[config.mk]
export PLATFORM = sky130hd
export DESIGN_NAME = load_store_unit
export DESIGN_NICKNAME = d
export VERILOG_FILES = /design/src/rtl/load_store_unit.sv
export SDC_FILE = /design/constraint.sdc
export NUM_CORES = 1
export LEC_CHECK = 0
export CAP_MARGIN = 40
export CELL_PAD_IN_SITES_DETAIL_PLACEMENT = 0
export CELL_PAD_IN_SITES_GLOBAL_PLACEMENT = 1
export CORE_MARGIN = 3
export CORE_UTILIZATION = 33
export CTS_CLUSTER_SIZE = 24
export DETAILED_ROUTE_END_ITERATION = 16
export PLACE_DENSITY_LB_ADDON = 0.15
export RECOVER_POWER = 100
export SYNTH_ARGS = -nofsm -noshare
export SYNTH_HDL_FRONTEND = slang
export SYNTH_SLANG_ARGS = --single-unit
[constraint.sdc]
create_clock -name clk -period 2.4 [get_ports clk]
set_input_delay 0.36 -clock clk [delete_from_list [all_inputs] [get_ports clk]]
set_output_delay 0.36 -clock clk [all_outputs]
set_load 0.05 [all_outputs]
[src/rtl/load_store_unit.sv]
// load_store_unit: bridges the core's memory-access stage to a word-only data
// memory. Byte/halfword/word loads are lane-extracted and sign/zero-extended;
// sub-word stores use read-modify-write. Misaligned or out-of-range requests
// are reported without any memory access.
//
// Ports:
//   clk, reset               clock, synchronous active-high reset
//   req_valid / req_ready    request handshake (ready only while idle)
//   req_write, req_size      store flag, size (00 byte, 01 half, 10 word, 11 illegal)
//   req_unsigned             loads: zero-extend when 1, sign-extend when 0
//   req_addr, req_wdata      byte address, right-aligned store data
//   resp_valid               one-cycle completion pulse
//   resp_rdata               extended load data (0 for stores and errors)
//   resp_misaligned          alignment / illegal-size error flag
//   resp_out_of_range        address beyond memory flag
//   mem_read, mem_write      data memory strobes (never both, low during reset)
//   mem_address              word-aligned memory address
//   mem_write_data           word written to memory
//   mem_read_data            combinational read data from memory
module load_store_unit #(
    parameter int unsigned MEM_WORDS = 1024
) (
    input  logic        clk,
    input  logic        reset,
    input  logic        req_valid,
    output logic        req_ready,
    input  logic        req_write,
    input  logic [1:0]  req_size,
    input  logic        req_unsigned,
    input  logic [31:0] req_addr,
    input  logic [31:0] req_wdata,
    output logic        resp_valid,
    output logic [31:0] resp_rdata,
    output logic        resp_misaligned,
    output logic        resp_out_of_range,
    output logic        mem_read,
    output logic        mem_write,
    output logic [31:0] mem_address,
    output logic [31:0] mem_write_data,
    input  logic [31:0] mem_read_data
);

    localparam int unsigned MEM_BYTES = MEM_WORDS * 4;
    localparam logic [1:0]  SIZE_BYTE = 2'b00;
    localparam logic [1:0]  SIZE_HALF = 2'b01;
    localparam logic [1:0]  SIZE_WORD = 2'b10;

    typedef enum logic [2:0] {
        IDLE   = 3'd0,
        LOAD   = 3'd1,
        RMW_RD = 3'd2,
        WRITE  = 3'd3,
        RESP   = 3'd4
    } state_t;

    state_t      state;
    logic        mem_read_q;
    logic        mem_write_q;
    logic [1:0]  size_q;
    logic [1:0]  lane_q;
    logic        unsigned_q;
    logic [15:0] wdata_q;
    logic        misaligned_c;
    logic        out_of_range_c;

    // Pick the addressed lane out of a memory word and extend it to 32 bits.
    function automatic logic [31:0] load_extract(input logic [31:0] word,
                                                 input logic [1:0]  lane,
                                                 input logic [1:0]  size,
                                                 input logic        uns);
        logic [7:0]  b;
        logic [15:0] h;
        logic [31:0] r;
        case (lane)
            2'd0:    b = word[7:0];
            2'd1:    b = word[15:8];
            2'd2:    b = word[23:16];
            default: b = word[31:24];
        endcase
        h = lane[1] ? word[31:16] : word[15:0];
        case (size)
            SIZE_BYTE: r = uns ? {24'd0, b} : {{24{b[7]}}, b};
            SIZE_HALF: r = uns ? {16'd0, h} : {{16{h[15]}}, h};
            default:   r = word;
        endcase
        return r;
    endfunction

    // Replace the addressed byte or half of a word, preserving the rest.
    function automatic logic [31:0] store_merge(input logic [31:0] word,
                                                input logic [1:0]  lane,
                                                input logic [1:0]  size,
                                                input logic [15:0] data);
        logic [31:0] r;
        if (size == SIZE_BYTE) begin
            case (lane)
                2'd0:    r = {word[31:8], data[7:0]};
                2'd1:    r = {word[31:16], data[7:0], word[7:0]};
                2'd2:    r = {word[31:24], data[7:0], word[15:0]};
                default: r = {data[7:0], word[23:0]};
            endcase
        end else begin
            r = lane[1] ? {data, word[15:0]} : {word[31:16], data};
        end
        return r;
    endfunction

    // Request legality, evaluated on the acceptance cycle.
    always_comb begin
        misaligned_c = 1'b0;
        case (req_size)
            SIZE_BYTE: misaligned_c = 1'b0;
            SIZE_HALF: misaligned_c = req_addr[0];
            SIZE_WORD: misaligned_c = |req_addr[1:0];
            default:   misaligned_c = 1'b1;
        endcase
    end

    assign out_of_range_c = (req_addr >= 32'(MEM_BYTES));

    // Sequencer with registered outputs.
    always_ff @(posedge clk) begin
        if (reset) begin
            state             <= IDLE;
            req_ready         <= 1'b1;
            resp_valid        <= 1'b0;
            resp_rdata        <= '0;
            resp_misaligned   <= 1'b0;
            resp_out_of_range <= 1'b0;
            mem_read_q        <= 1'b0;
            mem_write_q       <= 1'b0;
            mem_address       <= '0;
            mem_write_data    <= '0;
            size_q            <= '0;
            lane_q            <= '0;
            unsigned_q        <= 1'b0;
            wdata_q           <= '0;
        end else begin
            case (state)
                IDLE: begin
                    if (req_valid && req_ready) begin
                        size_q     <= req_size;
                        lane_q     <= req_addr[1:0];
                        unsigned_q <= req_unsigned;
                        wdata_q    <= req_wdata[15:0];
                        req_ready  <= 1'b0;
                        if (misaligned_c || out_of_range_c) begin
                            state             <= RESP;
                            resp_valid        <= 1'b1;
                            resp_misaligned   <= misaligned_c;
                            resp_out_of_range <= out_of_range_c;
                        end else if (!req_write) begin
                            state       <= LOAD;
                            mem_read_q  <= 1'b1;
                            mem_address <= {req_addr[31:2], 2'b00};
                        end else if (req_size == SIZE_WORD) begin
                            state          <= WRITE;
                            mem_write_q    <= 1'b1;
                            mem_address    <= {req_addr[31:2], 2'b00};
                            mem_write_data <= req_wdata;
                        end else begin
                            state       <= RMW_RD;
                            mem_read_q  <= 1'b1;
                            mem_address <= {req_addr[31:2], 2'b00};
                        end
                    end
                end
                LOAD: begin
                    state       <= RESP;
                    mem_read_q  <= 1'b0;
                    mem_address <= '0;
                    resp_valid  <= 1'b1;
                    resp_rdata  <= load_extract(mem_read_data, lane_q, size_q, unsigned_q);
                end
                RMW_RD: begin
                    // Address is held so the write lands on the word just read.
                    state          <= WRITE;
                    mem_read_q     <= 1'b0;
                    mem_write_q    <= 1'b1;
                    mem_write_data <= store_merge(mem_read_data, lane_q, size_q, wdata_q);
                end
                WRITE: begin
                    state          <= RESP;
                    mem_write_q    <= 1'b0;
                    mem_write_data <= '0;
                    mem_address    <= '0;
                    resp_valid     <= 1'b1;
                end
                RESP: begin
                    state             <= IDLE;
                    req_ready         <= 1'b1;
                    resp_valid        <= 1'b0;
                    resp_rdata        <= '0;
                    resp_misaligned   <= 1'b0;
                    resp_out_of_range <= 1'b0;
                end
                default: begin
                    state       <= IDLE;
                    req_ready   <= 1'b1;
                    resp_valid  <= 1'b0;
                    mem_read_q  <= 1'b0;
                    mem_write_q <= 1'b0;
                    mem_address <= '0;
                end
            endcase
        end
    end

    // Strobes are forced low during reset so an aborted write never commits.
    assign mem_read  = mem_read_q & ~reset;
    assign mem_write = mem_write_q & ~reset;

endmodule

==> results of run 1 <==
==> worst max-delay path, delay by kind of cell, from the launching register on <==
| kind | cells | cell delay [ns] |
|---|---|---|
| AND/OR/NAND/NOR | 3 | 0.67 |
| AO/OA/AOI/OAI | 2 | 0.68 |
| buffers and inverters | 1 | 0.20 |
| flip-flops | 1 | 0.63 |
==> cell usage after synthesis, drive strengths merged <==
| cell type | instances |
|---|---|
| o21a | 1 |
| nand2 | 66 |
| nor2b | 7 |
| mux2i | 8 |
| dfxtp | 124 |
| nand2b | 2 |
| inv | 31 |
| a22o | 14 |
| clkbuf | 35 |
| a211o | 1 |
| a21bo | 1 |
| a31oi | 3 |
| and2 | 20 |
| o31a | 1 |
| o211ai | 1 |
| conb | 1 |
| o41a | 1 |
| nand3b | 1 |
| o21ai | 38 |
| or2 | 2 |
| or4 | 1 |
| a21oi | 60 |
| nand3 | 15 |
| buf | 26 |
| nor3 | 48 |
| mux2 | 18 |
| a31o | 1 |
| or3 | 1 |
| xor2 | 1 |
| nor4 | 6 |
| a211oi | 28 |
| or4b | 9 |
| a2111oi | 11 |
| mux4 | 1 |
| a221oi | 17 |
| a222oi | 1 |
| a22oi | 23 |
| a21o | 1 |
| nor2 | 82 |
| o41ai | 1 |
| nand4 | 1 |
==> kinds of logic (layout without fill, tap and decap cells) <==
logic type,after synthesis,after routing
simple gates,261,261
flops,124,124
mux,27,27
xor+xnor,1,1
buf+inv,92,315
other cells,1,2
compound gates,204,204
==> worst paths after layout <==
path                     startpoint            endpoint  cells after the start
setup / recovery          lane_q[0]  mem_write_data[11]                      6
hold / removal                reset      mem_address[8]                      4
setup reg to reg          lane_q[0]  mem_write_data[11]                      6
hold reg to reg   resp_out_of_range   resp_out_of_range                      2
==> timing repair <==
action | 4_1_cts | 5_1_grt
setup endpoints to repair | 0 | 3
resized for setup | 0 | 3
hold endpoints to repair | 0 | 0
==> routing by layer <==
layer,share of wire,routed length [um]
met5,0,0
met3,0.082,1715
met1,0.45,9330
met2,0.45,9350
met4,0.021,431
==> power breakdown <==
| part | leakage, nW | internal (W) | switching, W | total [W] |
|---|---|---|---|---|
| combinational | 2.42 | 0.000305 | 0.000368 | 0.000673 |
| clock | 0.296 | 0.00174 | 0.000880 | 0.00262 |
| sequential | 1.00 | 0.00209 | 0.0000444 | 0.00213 |
==> flip-flops by register name (all words and copies together), names as in the netlist, 2 cells and up <==
signal	flops
size_q	2
lane_q	2
mem_address	30
wdata_q	16
state	3
resp_rdata	32
mem_write_data	32
==> metrics by stage <==
| step | worst slack (ns) | util | std cells | area, um2 |
|---|---|---|---|---|
| detailed placement | -0.1157 | 0.4810 | 1129 | 8436 |
| CTS | 0.04136 | 0.5150 | 1159 | 9031 |
| finish | 0.1450 | 0.5116 | 1159 | 8971 |
| global route | 0.03938 | 0.5116 | 1159 | 8971 |
| global placement | -0.09741 | 0.4802 | 1127 | 8421 |
| floorplan | 0.4099 | - | 711 | 5979 |
==> final cells by class <==
| cell class | instances | share of cell area |
|---|---|---|
| Multi-Input combinational cell | 495 | 0.3444 |
| Sequential cell | 124 | 0.2767 |
| Timing Repair Buffer | 254 | 0.2682 |
| Clock buffer | 21 | 0.05021 |
| Tap cell | 225 | 0.03138 |
| Clock inverter | 9 | 0.01618 |
| Inverter | 31 | 0.01297 |
==> impl_metrics.json, run 1 <==
{
  "status": "finished, final reports clean",
  "h-tree-depth": 4,
  "final_layout_size_suffix_gt1_frac": 0.1296,
  "cts_buffers": 17,
  "top_usage_layer": "met2",
  "multi_input_area_um2": 3089,
  "yosysWarnings": 0,
  "drv_cap": 0,
  "dieWidth_um": 140.6,
  "worstSetupEndpointType": "register",
  "max_slew.worst_pin.slew_ns": 0.8194,
  "gr-total-overflow": 0,
  "routedWlPerCell_um": 17.97,
  "path_clk_slew_ns": 0.06,
  "final_cell_mix": "dfxtp_1, clkdlybuf4s50_1, dlygate4sd3_1",
  "dr_total_vias": 6158,
  "via_per_inst": 5.313,
  "final_common_cell": "dfxtp_1",
  "synth_compound_area_frac": 0.2569,
  "post-cts-setup-buffer-count": 0,
  "area_delta_synth_final_pct": 50.13,
  "muxShareOfSynthArea": 0.05109,
  "synth_sequential_area_ratio": 0.4154,
  "synthXorXnorAreaFrac": 0.001466,
  "synth_top_family_by_area": "compound AO/OA/AOI/OAI gates",
  "clockRootBuffer": "clkbuf_16",
  "yosys.area_share.adder": 0,
  "finalHoldViolations": 0,
  "ant_nets": 0,
  "initial_utilization": 0.3408,
  "critPathKind": "register to register",
  "portBuffers": 202,
  "drt_pass1_iterations": 5,
  "drtIter0Drc": 521,
  "critPathSlowestCell": "a2111oi_1",
  "grt_use_met2": 0.3231,
  "p_leak_nw": 3.724,
  "reg2reg_slack_ns": 0.15,
  "hpwl_um": 16140,
  "min_path_type": "primary input to register",
  "syn_area_um2": 5976,
  "synth_area_per_cell_um2": 8.417,
  "drc_errors": 0,
  "synth_top_area_frac": 0.4154,
  "wl_um": 20830,
  "antenna_found_initial": 0,
  "io_pins": 205,
  "insertion_delay_ns": 0.41,
  "netlist_instances": 710,
  "cts_tree": "yes",
  "period_share": 0.9396,
  "critPathMaxFanout": 15,
  "ir_drop_mv": 0.4865,
  "crit_path_start_kind": "register",
  "synth-seq-cells": 124,
  "cts.sinks": 124,
  "layout_min_cycle_time_ns": 2.255,
  "rsz0062_at_grt": "false",
  "tns_ns": 0,
  "ctsHoldBuffers": 0,
  "ys_types": 54,
  "final_nets": 1026,
  "die_area_um2": 19760,
  "yosysTopAreaCell": "dfxtp_1",
  "crit_chain": "nor3_1, or2_0, a2111oi_1, buf_4, a211oi_1, nor3_1",
  "diodes": 0,
  "grt.total_usage": 0.2088,
  "yosys.area_share.simple": 0.2083,
  "synth_area_leaders": "dfxtp_1, nor2_1, a21oi_1",
  "use_met3": 0.05019,
  "grt.met1_usage": 0.2869,
  "grt_pass1_wl_um": 32900,
  "cp_data_arrival_time_ns": 2.58,
  "skew_ns": 0.009028,
  "slew_headroom": 0.4479,
  "place_congestion": 0.8805,
  "clock_path_buffers": 2,
  "num_rows": 48,
  "fillers": 1652,
  "coreArea_um2": 17540,
  "cp_common_cell": "nor3_1",
  "setup_viol": 0,
  "finalPower_w": 0.005429,
  "regArea_um2": 2482,
  "fp.dieH_um": 140.6,
  "cp.required_ns": 2.73,
  "finalHoldWorstSlack_ns": 0.4380,
  "drv_slew": 0,
  "cellPowerDensity_nw_per_um2": 605.1,
  "fmax_mhz": 443.5,
  "max_stage_delay_ns": 0.64,
  "grt_max_degree": 65,
  "grt_pass1_vias": 6025
}
No activity file was read; power rests on OpenSTA's default activity.
==> run 2: changes to the inputs <==
--- a/config.mk
+++ b/config.mk
@@ -10,7 +10,7 @@
 export CELL_PAD_IN_SITES_GLOBAL_PLACEMENT = 1
 export CORE_MARGIN = 3
 export CORE_UTILIZATION = 33
-export CTS_CLUSTER_SIZE = 24
+export CTS_CLUSTER_SIZE = 20
 export DETAILED_ROUTE_END_ITERATION = 16
 export PLACE_DENSITY_LB_ADDON = 0.15
 export RECOVER_POWER = 100
==> results of run 2 <==
Final layout, timing and power as in run 1 (identical DEF).
==> run 3: changes to the inputs <==
--- a/config.mk
+++ b/config.mk
@@ -14,6 +14,7 @@
 export DETAILED_ROUTE_END_ITERATION = 16
 export PLACE_DENSITY_LB_ADDON = 0.15
 export RECOVER_POWER = 100
+export SLEW_MARGIN = 20
 export SYNTH_ARGS = -nofsm -noshare
 export SYNTH_HDL_FRONTEND = slang
 export SYNTH_SLANG_ARGS = --single-unit
==> impl_metrics.json, run 3 (synthesized netlist as in run 1, its figures left out) <==
{
  "status": "finished, final reports clean",
  "cellPowerDensity_nw_per_um2": 612.7,
  "crit_chain": "dlygate4sd3_1, nor4_1, buf_4, o211ai_1, clkbuf_1, nor4_1, buf_4, nor2b_1, buf_4, and2_1",
  "cp.buffers_inverters": 5,
  "wl_um": 20900,
  "worstSetupEndpointType": "register",
  "grt_pass1_wl_um": 32440,
  "critPathMaxFanout": 20,
  "finalPower_w": 0.005512,
  "rsz0062_at_grt": "true",
  "finalHoldViolations": 0,
  "cts_buffers": 17,
  "io_pins": 205,
  "place_congestion": 0.8805,
  "p_leak_nw": 3.724,
  "cts_tree": "yes",
  "clockRootBuffer": "clkbuf_16",
  "cts.sinks": 124,
  "drv_cap": 0,
  "min_path_type": "primary input to register",
  "cp_data_arrival_time_ns": 2.57,
  "num_rows": 48,
  "final_layout_size_suffix_gt1_frac": 0.1337,
  "ir_drop_mv": 0.3993,
  "skew_ns": 0.009907,
  "critPathKind": "primary input to register",
  "ctsHoldBuffers": 0,
  "final_nets": 1025,
  "die_area_um2": 19760,
  "drt_pass1_iterations": 5,
  "coreArea_um2": 17540,
  "hold_start": "reset",
  "fmax_mhz": 440.3,
  "grt_max_degree": 65,
  "critPathSlowestCell": "dlygate4sd3_1",
  "antenna_found_initial": 0,
  "routedWlPerCell_um": 18.02,
  "hpwl_um": 16050,
  "path_delay_family": "buffers and inverters",
  "dr_total_vias": 6090,
  "fillers": 1650,
  "gr-total-overflow": 0,
  "drv_slew": 0,
  "grt.total_usage": 0.2067,
  "cp-startpoint": "req_addr[30]",
  "crit_path_start_kind": "primary input",
  "area_delta_synth_final_pct": 50.54,
  "setup_viol": 0,
  "dieWidth_um": 140.6,
  "fp.dieH_um": 140.6,
  "layout_min_cycle_time_ns": 2.271,
  "cp_common_cell": "buf_4",
  "cp.required_ns": 2.70,
  "grt_pass1_vias": 5954,
  "post-cts-setup-buffer-count": 0,
  "top_regs": "mem_write_data: 32 flops, resp_rdata: 32 flops, mem_address: 30 flops",
  "ant_nets": 0,
  "via_per_inst": 5.250,
  "max_slew.worst_pin.slew_ns": 0.7728,
  "diodes": 0,
  "insertion_delay_ns": 0.42,
  "initial_utilization": 0.3408,
  "h-tree-depth": 4,
  "path_clk_slew_ns": 0.05,
  "reg2reg_slack_ns": 0.14,
  "portBuffers": 202,
  "tns_ns": 0,
  "period_share": 0.9464,
  "max_stage_delay_ns": 0.53,
  "drc_errors": 0,
  "clock_path_buffers": 2,
  "final_common_cell": "dfxtp_1",
  "drtIter0Drc": 467,
  "final_cell_mix": "dfxtp_1, clkdlybuf4s50_1, dlygate4sd3_1",
  "r2r-start": "lane_q[0]",
  "slew_headroom": 0.4793
}
-- run 3: where the power goes --
part / internal, W / switching, W
sequential: 0.00209 / 0.0000440
clock: 0.00176 / 0.000948
combinational: 0.000301 / 0.000368
total: 0.00415 / 0.00136
-- run 3: through the flow --
stage	area [um2]	std cells	hold WS [ns]	util	setup WS [ns]
floorplan	5979	711	0.4469	-	0.4099
global placement	8421	1127	0.4405	0.4802	-0.09741
detailed placement	8431	1128	0.4426	0.4807	-0.07731
CTS	9047	1160	0.4328	0.5159	0.02747
global route	8996	1160	0.4681	0.5130	-0.05379
finish	8996	1160	0.4428	0.5130	0.1286
-- run 3: area by class of cell --
class	instances	area [um2]	share of cell area
tap	225	281.5	0.03129
clock buffer	21	450.4	0.05007
multi-input combinational	495	3107	0.3453
timing repair buffer	253	2392	0.2659
sequential	124	2482	0.2759
clock inverter	11	166.4	0.01850
inverter	31	116.4	0.01293
-- run 3: what timing repair did --
item                       CTS  global route
resized for setup            0             1
hold endpoints to repair     0             0
setup endpoints to repair    0             3
-- run 3: final timing paths --
path         cells past startpoint           endpoint
max                             10    mem_address[28]
min                              4     mem_address[3]
max reg2reg                      6  mem_write_data[9]
min reg2reg                      2  resp_out_of_range
-- run 3: worst register-to-register path, cell delays in order, from the launching register on --
cell and delay [ns]:
dfxtp_1 0.64, nor3_1 0.12, or2_0 0.37, a2111oi_0 0.65, buf_4 0.21, a211oi_1 0.04
nor3_1 0.16
-- run 3: metal layers --
layer	share of wire	global-route usage
met4	0.0084	0.04589
met2	0.46	0.3304
met5	0	0
met3	0.081	0.06350
met1	0.45	0.2758
